<file path="src/rtl/cordic_req_sched.sv">
// Round-robin front end sharing one iterative CORDIC engine among NUM_REQ clients.
// One job in flight at a time; a timed-out job returns zeros with rsp_err set.
module cordic_req_sched #(
  parameter int unsigned NUM_REQ = 4,
  parameter int unsigned ANGLE_W = 24,
  parameter int unsigned RES_W   = 24,
  parameter int unsigned TIMEOUT = 63,
  parameter int unsigned ID_W    = $clog2(NUM_REQ)
) (
  input  logic                       clk,
  input  logic                       rst,
  input  logic [NUM_REQ-1:0]         req_valid,
  input  logic [NUM_REQ*ANGLE_W-1:0] req_angle,
  output logic [NUM_REQ-1:0]         req_ready,
  output logic [ANGLE_W-1:0]         eng_angle,
  output logic                       eng_valid,
  input  logic                       eng_done,
  input  logic [RES_W-1:0]           eng_cos,
  input  logic [RES_W-1:0]           eng_sin,
  output logic                       rsp_valid,
  input  logic                       rsp_ready,
  output logic [ID_W-1:0]            rsp_id,
  output logic [RES_W-1:0]           rsp_cos,
  output logic [RES_W-1:0]           rsp_sin,
  output logic                       rsp_err
);

  localparam int unsigned TimerW = $clog2(TIMEOUT + 1);

  localparam logic [1:0] StIdle  = 2'd0;
  localparam logic [1:0] StIssue = 2'd1;
  localparam logic [1:0] StWait  = 2'd2;
  localparam logic [1:0] StResp  = 2'd3;

  logic [1:0]         state_q, state_d;
  logic [ID_W-1:0]    last_q, last_d;
  logic [ID_W-1:0]    gid_q, gid_d;
  logic [ANGLE_W-1:0] angle_q, angle_d;
  logic               eng_valid_q, eng_valid_d;
  logic [TimerW-1:0]  timer_q, timer_d;
  logic               rsp_valid_q, rsp_valid_d;
  logic [ID_W-1:0]    rsp_id_q, rsp_id_d;
  logic [RES_W-1:0]   rsp_cos_q, rsp_cos_d;
  logic [RES_W-1:0]   rsp_sin_q, rsp_sin_d;
  logic               rsp_err_q, rsp_err_d;

  logic               grant_found;
  logic [ID_W-1:0]    grant_id;
  int unsigned        idx;

  // Search starts just above the last served requester and wraps around.
  always_comb begin
    grant_found = 1'b0;
    grant_id    = '0;
    idx         = 0;
    for (int unsigned off = 1; off <= NUM_REQ; off++) begin
      idx = (int'(last_q) + off) % NUM_REQ;
      if (!grant_found && req_valid[idx]) begin
        grant_found = 1'b1;
        grant_id    = ID_W'(idx);
      end
    end
  end

  always_comb begin
    req_ready = '0;
    if (!rst && state_q == StIdle && grant_found) begin
      req_ready = NUM_REQ'(1) << grant_id;
    end
  end

  always_comb begin
    state_d     = state_q;
    last_d      = last_q;
    gid_d       = gid_q;
    angle_d     = angle_q;
    eng_valid_d = 1'b0;
    timer_d     = timer_q;
    rsp_valid_d = rsp_valid_q;
    rsp_id_d    = rsp_id_q;
    rsp_cos_d   = rsp_cos_q;
    rsp_sin_d   = rsp_sin_q;
    rsp_err_d   = rsp_err_q;
    case (state_q)
      StIdle: begin
        if (grant_found) begin
          gid_d       = grant_id;
          angle_d     = req_angle[int'(grant_id)*ANGLE_W +: ANGLE_W];
          eng_valid_d = 1'b1;
          state_d     = StIssue;
        end
      end
      StIssue: begin
        timer_d = '0;
        state_d = StWait;
      end
      StWait: begin
        // A completion in the final allowed cycle still beats the timeout.
        if (eng_done) begin
          rsp_cos_d   = eng_cos;
          rsp_sin_d   = eng_sin;
          rsp_err_d   = 1'b0;
          rsp_id_d    = gid_q;
          rsp_valid_d = 1'b1;
          state_d     = StResp;
        end else if (timer_q == TimerW'(TIMEOUT - 1)) begin
          rsp_cos_d   = '0;
          rsp_sin_d   = '0;
          rsp_err_d   = 1'b1;
          rsp_id_d    = gid_q;
          rsp_valid_d = 1'b1;
          state_d     = StResp;
        end else begin
          timer_d = timer_q + 1'b1;
        end
      end
      StResp: begin
        if (rsp_ready) begin
          rsp_valid_d = 1'b0;
          last_d      = rsp_id_q;
          state_d     = StIdle;
        end
      end
      default: state_d = StIdle;
    endcase
  end

  always_ff @(posedge clk) begin
    if (rst) begin
      state_q     <= StIdle;
      last_q      <= ID_W'(NUM_REQ - 1);
      gid_q       <= '0;
      angle_q     <= '0;
      eng_valid_q <= 1'b0;
      timer_q     <= '0;
      rsp_valid_q <= 1'b0;
      rsp_id_q    <= '0;
      rsp_cos_q   <= '0;
      rsp_sin_q   <= '0;
      rsp_err_q   <= 1'b0;
    end else begin
      state_q     <= state_d;
      last_q      <= last_d;
      gid_q       <= gid_d;
      angle_q     <= angle_d;
      eng_valid_q <= eng_valid_d;
      timer_q     <= timer_d;
      rsp_valid_q <= rsp_valid_d;
      rsp_id_q    <= rsp_id_d;
      rsp_cos_q   <= rsp_cos_d;
      rsp_sin_q   <= rsp_sin_d;
      rsp_err_q   <= rsp_err_d;
    end
  end

  assign eng_angle = angle_q;
  assign eng_valid = eng_valid_q;
  assign rsp_valid = rsp_valid_q;
  assign rsp_id    = rsp_id_q;
  assign rsp_cos   = rsp_cos_q;
  assign rsp_sin   = rsp_sin_q;
  assign rsp_err   = rsp_err_q;

endmodule

</file>
<file path="config.mk">
export PLATFORM = sky130hd
export DESIGN_NAME = cordic_req_sched
export DESIGN_NICKNAME = d
export VERILOG_FILES = /design/src/rtl/cordic_req_sched.sv
export SDC_FILE = /design/constraint.sdc
export NUM_CORES = 1
export LEC_CHECK = 0
export CORE_ASPECT_RATIO = 0.7
export CORE_MARGIN = 8
export CORE_UTILIZATION = 37
export CTS_CLUSTER_SIZE = 8
export DETAILED_ROUTE_END_ITERATION = 16
export PLACE_DENSITY = 0.9
export SYNTH_ARGS = -nofsm -noshare
export SYNTH_HDL_FRONTEND = slang
export SYNTH_SLANG_ARGS = --single-unit
</file>
<file path="constraint.sdc">
create_clock -name clk -period 1.85 [get_ports clk]
set_input_delay 0.2775 -clock clk [delete_from_list [all_inputs] [get_ports clk]]
set_output_delay 0.2775 -clock clk [all_outputs]
set_load 0.005 [all_outputs]
</file>
==> impl_results.md, run 1 <==
- Via density: 5.542
- Synth cell types: 45
- Io pins: about 230
- Antenna-violating nets left: 0
- Crit share post-route: 102.7%
- Post-route DRC violation count: 0
- Row cnt: 31
- Largest net degree at the start of global routing: 89
- Clock transition at path regs: 0.07 ns
- Slew headroom: 37.07%
- Prevailing post-synth register cell: dfxtp_1
- Core outline area: 10240 µm²
- Fill count: 778
- Buf/Inv on CP: 3
- Peak supply drop: ~0.67 mV
- Grt met1 use: 23.97%
- Clock Tree Buf Depth: 2
- Status: finished with violations
- R2R cell count: 6
- Power Density: 1073 nW/µm²
- Sequential Area: around 1800 µm²
- Hold WS: 0.4639 ns
- Final hold viol count: 0
- Multi-input logic area: 1939 µm²
- Worst reg2reg startpoint: last_q[0]$_SDFFE_PP1P_
- Max stage delay on crit path: 0.27 ns
- Hold/Removal Path Class: register to register
- Crit path from: req_valid[2]
- Required @ worst endpoint: 1.57 ns
- Worst path arrival time: 1.62 ns
- Total Routing Usage GR: between 20% and 30%
- Initial drt markers: 420
- Mapped Area: roughly 3900 µm²
- Cells after Synth: between 400 and 500
- Die H: 101.4 µm
- Critical path type: input port to primary output
- Hold depth: 2
- Synth top area share: 46.25%
- Congestion Overflow GR: 0
- Sequential power share: a little over a third
- # H-tree levels: 3
- Failing checks: setup timing
- Crit path max-delay cell type: or2_4
- CTS tree: done
- Internal power: 5.091 mW
- Synth-to-layout area growth: 77.27%
- Post-CTS Hold Buffers: 0
- EDFF count, synth: 0
- Yosys reg bits: 89
- Final WS setup: -0.04962 ns
- Asr flop ratio synth: 0%
- Cell family with most CP delay: simple AND/OR/NAND/NOR gates
- Met3 usage: roughly 7.3%
- Setup TNS: -0.08642 ns
- Gate power share: 37.9%
- GR peak layer: met2
- FMAX: 526.4 MHz
- Routability cong.: 0.9869
- Antenna cells: 0
- Initial Utilization: 37.62%
- Clock power frac: between 20% and 30%
- CP endpoint kind: primary output
- Ys Warns: 0
- Initial antenna violation count: 0
- Die area: around 14000 µm²
- Global-route wire length before repair: ~23000 µm
- Worst-Skew Late Latency: 0.34 ns
- CP Cell Sequence: dlygate4sd2_1 > or2_4 > nor3_2 > buf_4 > nor2b_4 > nand2b_4 > nor2b_2 > clkdlybuf4s15_1
- Startpoint Class: input port
- DRT Wirelength: around 16000 µm
- RSZ-0062 raised after global routing: true
- LEAKAGE: ~2.5 nW
- Fin crit period: 1.900 ns
- Die Wd: 138.0 µm
- DP HPWL: between 10000 and 15000 µm
- Number of cells on the critical path: 8
- Final setup violation count: 2
- Net count, final: 821
- Number of global-route vias before repair: roughly 4300
- Met2 Use GR: 34.70%
- TritonCTS Buffers: 9
- Actual slew at the worst max-slew pin: 0.9439 ns
- Clock skew: ~0.0055 ns
- Post-synthesis sequential area ratio: 46.25%
- Share of layout cells above drive strength 1: around an eighth
- Root Driver: clkbuf_16
- DRT Pass-1 Iters: 7
- Pwr Total: 7.330 mW
- Synth top area cells: dfxtp_1 (46%), a22oi_1 (9.4%), nor2_1 (7.8%)
- Worst Hold Launch: gid_q[0]$_SDFFE_PP0P_
- CP Max Fanout: 5
- Switching Fraction: 30.54%
- Routed length per instance: 19.60 µm
- Clock sink count: 89
- Mean post-synth cell area: 9.022 µm²
- Via count: ~4400
- Synth area leader: dfxtp_1
- Max Cap Viol: 0
- Final Max Slew Viols: 0
- NetSw: 2.239 mW
- Post-Syn Nets: between 500 and 600
- PortBufs: ~230
## cells by family (layout without fill, tap and decap cells)
group	count (synthesis)	count (layout)	synth area share, %
AND/OR/NAND/NOR	151	153	17.54
multiplexers	1	1	0.2598
flip-flops	89	89	46.25
adder cells (fa/ha/maj)	7	7	2.273
buffers and inverters	49	287	6.268
AO/OA/AOI/OAI	130	130	27.41
## power groups by stage
stage | Clock [mW] | Combinational (mW) | Sequential [mW]
floorplan | 0 | 1.11 | 2.62
global placement | 0 | 2.56 | 2.59
detailed placement | 0 | 2.65 | 2.61
CTS | 2.03 | 2.71 | 2.57
global route | 2.12 | 2.98 | 2.62
finish | 1.97 | 2.78 | 2.58
## cell usage in the layout (no fill, tap or decap), types with 4 or more instances in the layout
master and count:
clkdlybuf4s50_1 223, buf_6 6, nor2_1 79, ha_1 6, dfxtp_1 87, nand2_1 33
a311oi_1 24, clkbuf_16 9, buf_4 24, o21ai_0 4, a22oi_1 48, inv_1 6
a31oi_1 4, a222oi_1 24, nor2b_2 4, a21oi_1 11, dlygate4sd2_1 4
## worst min-delay path: cells and delay by family, from the launching register on
family | cells | cell delay, ns
flops | 1 | 0.31
simple gates | 1 | 0.05
compound gates | 1 | 0.05
## Yosys cell counts, drive strengths merged, types with 2 or more instances
| library cell | n |
|---|---|
| nor2b | 7 |
| a221oi | 2 |
| a22oi | 48 |
| o21ai | 5 |
| nand2 | 33 |
| nor3 | 7 |
| ha | 7 |
| a311oi | 25 |
| a31oi | 5 |
| nand2b | 5 |
| inv | 7 |
| a211o | 2 |
| a21oi | 11 |
| dfxtp | 89 |
| clkbuf | 17 |
| nand3 | 2 |
| or3b | 2 |
| or2b | 2 |
| buf | 25 |
| and3 | 4 |
| a222oi | 24 |
| a211oi | 3 |
| nor2 | 81 |
| nand4 | 3 |
## repair_timing
action / CTS / global route
setup buffers: 3 / 3
gates resized for setup: 34 / 12
setup endpoints to repair: 28 / 29
pin swaps: 4 / 11
cloned: 0 / 2
## per-layer routing
layer / vias to the layer above / part of all wire, %
li1: 2071 / -
met1: 2082 / 39
met2: 248 / 48
met3: 27 / 11
met4: 0 / 1.9
met5: - / 0
## state kept, by name, summed over array words and instances, names as in the netlist
name	cells
rsp_err	1
eng_valid	1
eng_angle	24
rsp_id	2
gid_q	2
state_q	2
rsp_sin	24
last_q	2
timer_q	6
rsp_valid	1
rsp_cos	24
## metrics by stage
stage | area [µm²] | setup WS [ns] | util [%] | instances
after floorplan | 3852 | 0.1886 | - | 427
after global placement | 6354 | -0.7572 | 62.05 | 775
after detailed placement | 6354 | -0.8059 | 62.05 | 775
after CTS | 6766 | 0.0001128 | 66.08 | 794
after global routing | 6829 | -0.09265 | 66.69 | 799
final | 6829 | -0.04962 | 66.69 | 799
## worst paths after layout
kind / end / slack [ns]
max: req_ready[3] / -0.05
min: rsp_id[0]$_SDFFE_PP0P_ / 0.46
max reg2reg: eng_angle[17]$_SDFFE_PP0P_ / 0.02
min reg2reg: rsp_id[0]$_SDFFE_PP0P_ / 0.46
## layout make-up
class / count / share of cell area [%]
Sequential cell: 89 / 26.20
Clock inverter: 7 / 1.447
Clock buffer: 9 / 3.298
Inverter: 7 / 0.3848
Timing Repair Buffer: 264 / 37.85
Multi-Input combinational cell: 291 / 28.40
Tap cell: 132 / 2.418
Note: power is estimated with default switching activity, not from simulation.
==> run 2: changes to the inputs <==
- CORE_MARGIN: 8 -> 3
- GPL_ROUTABILITY_DRIVEN: unset -> 0
==> impl_results.md, run 2 (synthesized netlist as in run 1, its figures left out) <==
- CP Max Fanout: 21 (+16)
- Crit path max-delay cell type: dfxtp_4
- Congestion Overflow GR: 0 (unchanged)
- Worst reg2reg startpoint: last_q[0]$_SDFFE_PP1P_
- Hold/Removal Path Class: input port to register
- Pwr Total: 7.384 mW (+0.74%)
- CP endpoint kind: register
- RSZ-0062 raised after global routing: true
- Clock skew: 0.002731 ns (-0.002767 ns)
- Slew headroom: 37.38% (+0.31 points)
- Clock Tree Buf Depth: 2 (unchanged)
- Worst Hold Launch: rst
- Reg2Reg Setup Slack: 0.02 ns (about the same)
- Worst r2r dst: eng_angle[14]$_SDFFE_PP0P_
- Clock transition at path regs: 0.07 ns (about the same)
- PortBufs: 232 (unchanged)
- R2R cell count: 6 (unchanged)
- LEAKAGE: 2.517 nW (+0.12%)
- Actual slew at the worst max-slew pin: 0.9393 ns (-0.004624 ns)
- Final hold viol count: 0 (unchanged)
- Most frequent cells in the layout: clkdlybuf4s50_1 (223), dfxtp_1 (87), nor2_1 (80)
- DRT Pass-1 Iters: 6 (-1)
- Post-route cell area: 6815 µm² (-0.20%)
- Crit share post-route: 98.89% (-3.8 points)
- Status: complete, no violations
- Initial Utilization: 38.88% (+1.3 points)
- Required @ worst endpoint: 2.01 ns (+0.44 ns)
- Core outline area: 9910 µm² (-3.2%)
- Largest net degree at the start of global routing: 89 (unchanged)
- Placed inst area: 6365 µm² (+0.18%)
- Crit path from: last_q[0]$_SDFFE_PP1P_
- Root Driver: clkbuf_16
- Net count, final: 819 (-0.24%)
- Die Wd: 128.0 µm (-7.2%)
- Row cnt: 30 (-3.2%)
- Final setup violation count: 0 (-2)
- Cell family with most CP delay: compound AO/OA/AOI/OAI gates
- CP Cell Sequence: nand2b_4 > a311oi_4 > nor2_4 > buf_12 > a222oi_1 > a311oi_1
- Fin crit period: 1.829 ns (-0.07023 ns)
- Max Cap Viol: 0 (unchanged)
- FMAX: 546.6 MHz (+3.8%)
- Initial drt markers: 373 (-11%)
- Final Max Slew Viols: 0 (unchanged)
- Placed cells: 772 (-0.39%)
- Worst path arrival time: 1.99 ns (+0.37 ns)
- CTS tree: done
- Buf/Inv on CP: 1 (-2)
- Final core utilization: 68.78% (+2.1 points)
- Synth-to-layout area growth: 76.91%
- Worst-Skew Late Latency: 0.33 ns (about the same)
- Share of layout cells above drive strength 1: 11.28% (-1.0 points)
- Post-route DRC violation count: 0 (unchanged)
- Hold depth: 3 (+1)
- Peak supply drop: 0.6126 mV (-8.9%)
- Via density: 5.464 (-1.4%)
- Power Density: 1083 nW/µm² (+0.94%)
- Die area: 11690 µm² (-16%)
- Clock sink count: 89 (unchanged)
- Antenna-violating nets left: 0 (unchanged)
- Io pins: 233 (unchanged)
- # H-tree levels: 3 (unchanged)
- Via count: 4333 (-2.1%)
- Critical path type: register to register
- Max stage delay on crit path: 0.37 ns (+0.10 ns)
- TritonCTS Buffers: 9 (unchanged)
- Number of global-route vias before repair: 4304 (+1.2%)
- Layout Cells excl Fill: 793 (-0.75%)
- DP HPWL: 10860 µm (-3.2%)
- Global-route wire length before repair: 22060 µm (-2.5%)
- DRT Wirelength: 14620 µm (-6.7%)
- Total Routing Usage GR: 23.41% (+3.0 points)
- WHS Endpoint: eng_valid$_SDFF_PP0_
- Initial antenna violation count: 0 (unchanged)
- Die H: 91.37 µm (-9.9%)
- Startpoint Class: register
- Routed length per instance: 18.43 µm (-6.0%)
- Antenna cells: 0 (unchanged)
- Most common cell after layout, fill and taps aside: clkdlybuf4s50_1
==> run 2: cell count changes in the layout (fill, tap and decap cells not counted), moves of 2 or more <==
cell and delta:
nor2b_1 +4, buf_6 -2, nor2_2 -2, nor2b_2 -4
==> run 2: worst max-delay path by stage <==
stage | end | slack (ns) | depth (start not counted)
4_1_cts | eng_angle[14]$_SDFFE_PP0P_ | 0.006 | 6
5_1_grt | eng_angle[14]$_SDFFE_PP0P_ | -0.07 | 6
3_3_place_gp | req_ready[1] | -0.47 | 8
6_report | eng_angle[14]$_SDFFE_PP0P_ | 0.02 | 6
3_5_place_dp | req_ready[1] | -0.53 | 8
2_1_floorplan | rsp_cos[10]$_SDFFE_PP0P_ | 0.19 | 9
==> run 2: cell type report <==
class	count	area, µm²
fill	773	3094
inverter	7	26.28
tap	128	160.2
clock inverter	7	123.9
clock buffer	9	225.2
timing repair buffer	264	2585
multi-input combinational	289	1906
sequential	89	1789
==> run 2: worst min-delay path, delay by kind of cell <==
| family | cells | cell delay (ns) |
|---|---|---|
| buffers and inverters | 2 | 0.19 |
| and+or+nand+nor | 1 | 0.17 |
==> run 2: metrics by stage <==
| stage | setup TNS (ns) | setup WS, ns | hold WS [ns] |
|---|---|---|---|
| after global routing | -0.1045 | -0.06868 | 0.3487 |
| after global placement | -10.48 | -0.4685 | 0.4508 |
| final | 0 | 0.02061 | 0.3396 |
| after detailed placement | -12.40 | -0.5269 | 0.4675 |
| after floorplan | 0 | 0.1886 | 0.4258 |
| after CTS | 0 | 0.005625 | 0.3152 |
==> run 2: power by group <==
group / internal (mW) / total [mW] / switching (mW)
logic: 1.53 / 2.70 / 1.17
clock network: 1.33 / 2.10 / 0.761
registers: 2.34 / 2.58 / 0.245
==> run 2: layer usage <==
| metal | wire, µm | track usage [%] | up-vias |
|---|---|---|---|
| li1 | - | - | 2064 |
| met1 | 5733 | 27.59 | 2062 |
| met2 | 7495 | 41.33 | 177 |
| met3 | 991 | 5.585 | 30 |
| met4 | 396 | 8.127 | 0 |
| met5 | 0 | 0 | - |
==> run 2: repair_timing <==
action / 4_1_cts / 5_1_grt
setup buffers: 2 / 3
endpoints found under the setup margin: 26 / 68
pin swaps: 6 / 6
hold buffers: 0 / 0
resized for setup: 32 / 8
==> run 3: changes to the inputs <==
- PLACE_DENSITY: 0.9 -> 0.8
==> impl_results.md, run 3 (synthesized netlist as in run 1, its figures left out) <==
- Worst-Skew Late Latency: 0.33 ns (about the same)
- Fin crit period: 1.838 ns (+0.008701 ns)
- Largest net degree at the start of global routing: 89 (unchanged)
- Final setup violation count: 0 (unchanged)
- CP Cell Sequence: nand2b_4 > a311oi_4 > buf_4 > nor3_1 > buf_2
- Multi-input logic area: 1933 µm² (+1.4%)
- Net count, final: 826 (+0.85%)
- PortBufs: 232 (unchanged)
- Die Wd: 128.0 µm (unchanged)
- Final Max Slew Viols: 0 (unchanged)
- Grt met1 use: 28.94% (+1.3 points)
- Sequential Area: 1789 µm² (unchanged)
- Max Cap Viol: 0 (unchanged)
- CP Max Fanout: 4 (-81%)
- Internal power: 4.983 mW (-4.3%)
- Antenna cells: 0 (unchanged)
- Root Driver: clkbuf_16
- Total Routing Usage GR: 23.17% (-0.24 points)
- Buf/Inv on CP: 2 (+1)
- Peak supply drop: 0.6186 mV (+0.96%)
- Final hold viol count: 0 (unchanged)
- Fill count: 760 (-1.7%)
- Switching Fraction: 30.68% (+1.2 points)
- Core outline area: 9910 µm² (unchanged)
- CP endpoint kind: primary output
- Pwr Total: 7.189 mW (-2.6%)
- Required @ worst endpoint: 1.57 ns (-0.44 ns)
- Final core utilization: 69.05% (+0.28 points)
- Clock sink count: 89 (unchanged)
- Crit path from: last_q[0]$_SDFFE_PP1P_
- Worst r2r dst: eng_angle[18]$_SDFFE_PP0P_
- Reg2Reg Setup Slack: 0.04 ns (+0.02 ns)
- Sequential power share: 36.0% (+1.0 points)
- NetSw: 2.206 mW (+1.4%)
- CTS tree: done
- Final WS setup: 0.01191 ns (-0.008701 ns)
- Worst Hold Launch: rst
- Clock power frac: 26.2% (-2.2 points)
- Gate power share: 37.8% (+1.2 points)
- Slew headroom: 39.77% (+2.4 points)
- Global-route wire length before repair: 22180 µm (+0.56%)
- LEAKAGE: 2.534 nW (+0.67%)
- Startpoint Class: register
- Row cnt: 30 (unchanged)
- Post-route cell area: 6843 µm² (+0.40%)
- Worst reg2reg startpoint: last_q[0]$_SDFFE_PP1P_
- Crit path max-delay cell type: dfxtp_4
- Initial antenna violation count: 0 (unchanged)
- Number of global-route vias before repair: 4423 (+2.8%)
- Antenna-violating nets left: 0 (unchanged)
- R2R cell count: 6 (unchanged)
- Most common cell after layout, fill and taps aside: clkdlybuf4s50_1
- Die area: 11690 µm² (unchanged)
- Via count: 4426 (+2.1%)
- Clock skew: 0.009316 ns (+0.006585 ns)
- Worst path arrival time: 1.56 ns (-0.43 ns)
- TritonCTS Buffers: 9 (unchanged)
- Routed length per instance: 17.79 µm (-3.5%)
- Number of cells on the critical path: 5 (-1)
- RSZ-0062 raised after global routing: true
- DP HPWL: 10190 µm (-6.1%)
- Share of layout cells above drive strength 1: 12.35% (+1.1 points)
- Io pins: 233 (unchanged)
- Max stage delay on crit path: 0.36 ns (about the same)
- Hold/Removal Path Class: input port to register
- Hold depth: 3 (unchanged)
- DRT Wirelength: 14230 µm (-2.6%)
- Via density: 5.533 (+1.3%)
- Setup TNS: 0 ns (unchanged)
- Initial drt markers: 398 (+6.7%)
- CP endpoint: req_ready[1]
- DRT Pass-1 Iters: 5 (-1)
- Synth-to-layout area growth: 77.62%
- Placed inst area: 6385 µm² (+0.31%)
- Critical path type: register to primary output
- # H-tree levels: 3 (unchanged)
- Setup Slack @ Placement: -0.8512 ns (-0.3244 ns)
- Most frequent cells in the layout: clkdlybuf4s50_1 (223), dfxtp_1 (87), nor2_1 (79)
- Initial Utilization: 38.88% (unchanged)
- Die H: 91.37 µm (unchanged)
- Power Density: 1051 nW/µm² (-3.0%)
- Met2 Use GR: 38.76% (-2.6 points)
- Cell family with most CP delay: flip-flops
- GR peak layer: met2
- Clock transition at path regs: 0.06 ns (about the same)
- Congestion Overflow GR: 0 (unchanged)
- Status: complete, no violations
- Post-route DRC violation count: 0 (unchanged)
- Clock Tree Buf Depth: 2 (unchanged)
- FMAX: 544.0 MHz (-0.47%)
- Actual slew at the worst max-slew pin: 0.9035 ns (-0.03578 ns)
- Met3 usage: 6.290% (+0.71 points)
- Crit share post-route: 99.36% (+0.47 points)
==> run 3: through the flow <==
stage | hold WS, ns | instances
after global placement | 0.4423 | 776
after detailed placement | 0.4508 | 776
after global routing | 0.3127 | 800
after CTS | 0.3029 | 794
after floorplan | 0.4258 | 427
final | 0.3061 | 800
==> run 3: worst min-delay path by stage <==
stage	to
6_report	eng_valid$_SDFF_PP0_
5_1_grt	eng_valid$_SDFF_PP0_
4_1_cts	eng_valid$_SDFF_PP0_
3_5_place_dp	rsp_id[1]$_SDFFE_PP0P_
3_3_place_gp	rsp_id[1]$_SDFFE_PP0P_
2_1_floorplan	rsp_cos[0]$_SDFFE_PP0P_
==> run 3: repair_timing <==
| item | CTS | global route |
|---|---|---|
| endpoints found under the setup margin | 28 | 29 |
| pin swaps | 4 | 19 |
| buffers inserted | 2 | 3 |
| cloned | 0 | 3 |
| gates resized for setup | 32 | 14 |
| hold buffers | 0 | 0 |
==> run 3: power groups by stage <==
stage | sequential (mW) | combinational [mW] | clock (mW)
floorplan | 2.62 | 1.11 | 0
global placement | 2.60 | 2.56 | 0
finish | 2.59 | 2.71 | 1.88
detailed placement | 2.63 | 2.63 | 0
CTS | 2.59 | 2.67 | 1.93
global route | 2.64 | 2.97 | 2.00
==> run 3: worst min-delay path: stages <==
cell and delay [ns]:
buf_2 0.12, nand2b_4 0.15, inv_1 0.04
==> run 3: layer usage <==
metal  wire length, µm  share of wire (%)
met5                 0                  0
met4               369                2.6
met3              1164                8.2
met2              6782                 48
met1              5912                 42
==> run 3: final cells by class <==
type | instances | share of cell area [%]
repair buffers | 268 | 38.25
multi-input cells | 292 | 28.25
flip-flops and latches | 89 | 26.15
clock buffers | 10 | 3.492
well taps | 128 | 2.340
clock inverters | 6 | 1.134
inverters | 7 | 0.3840
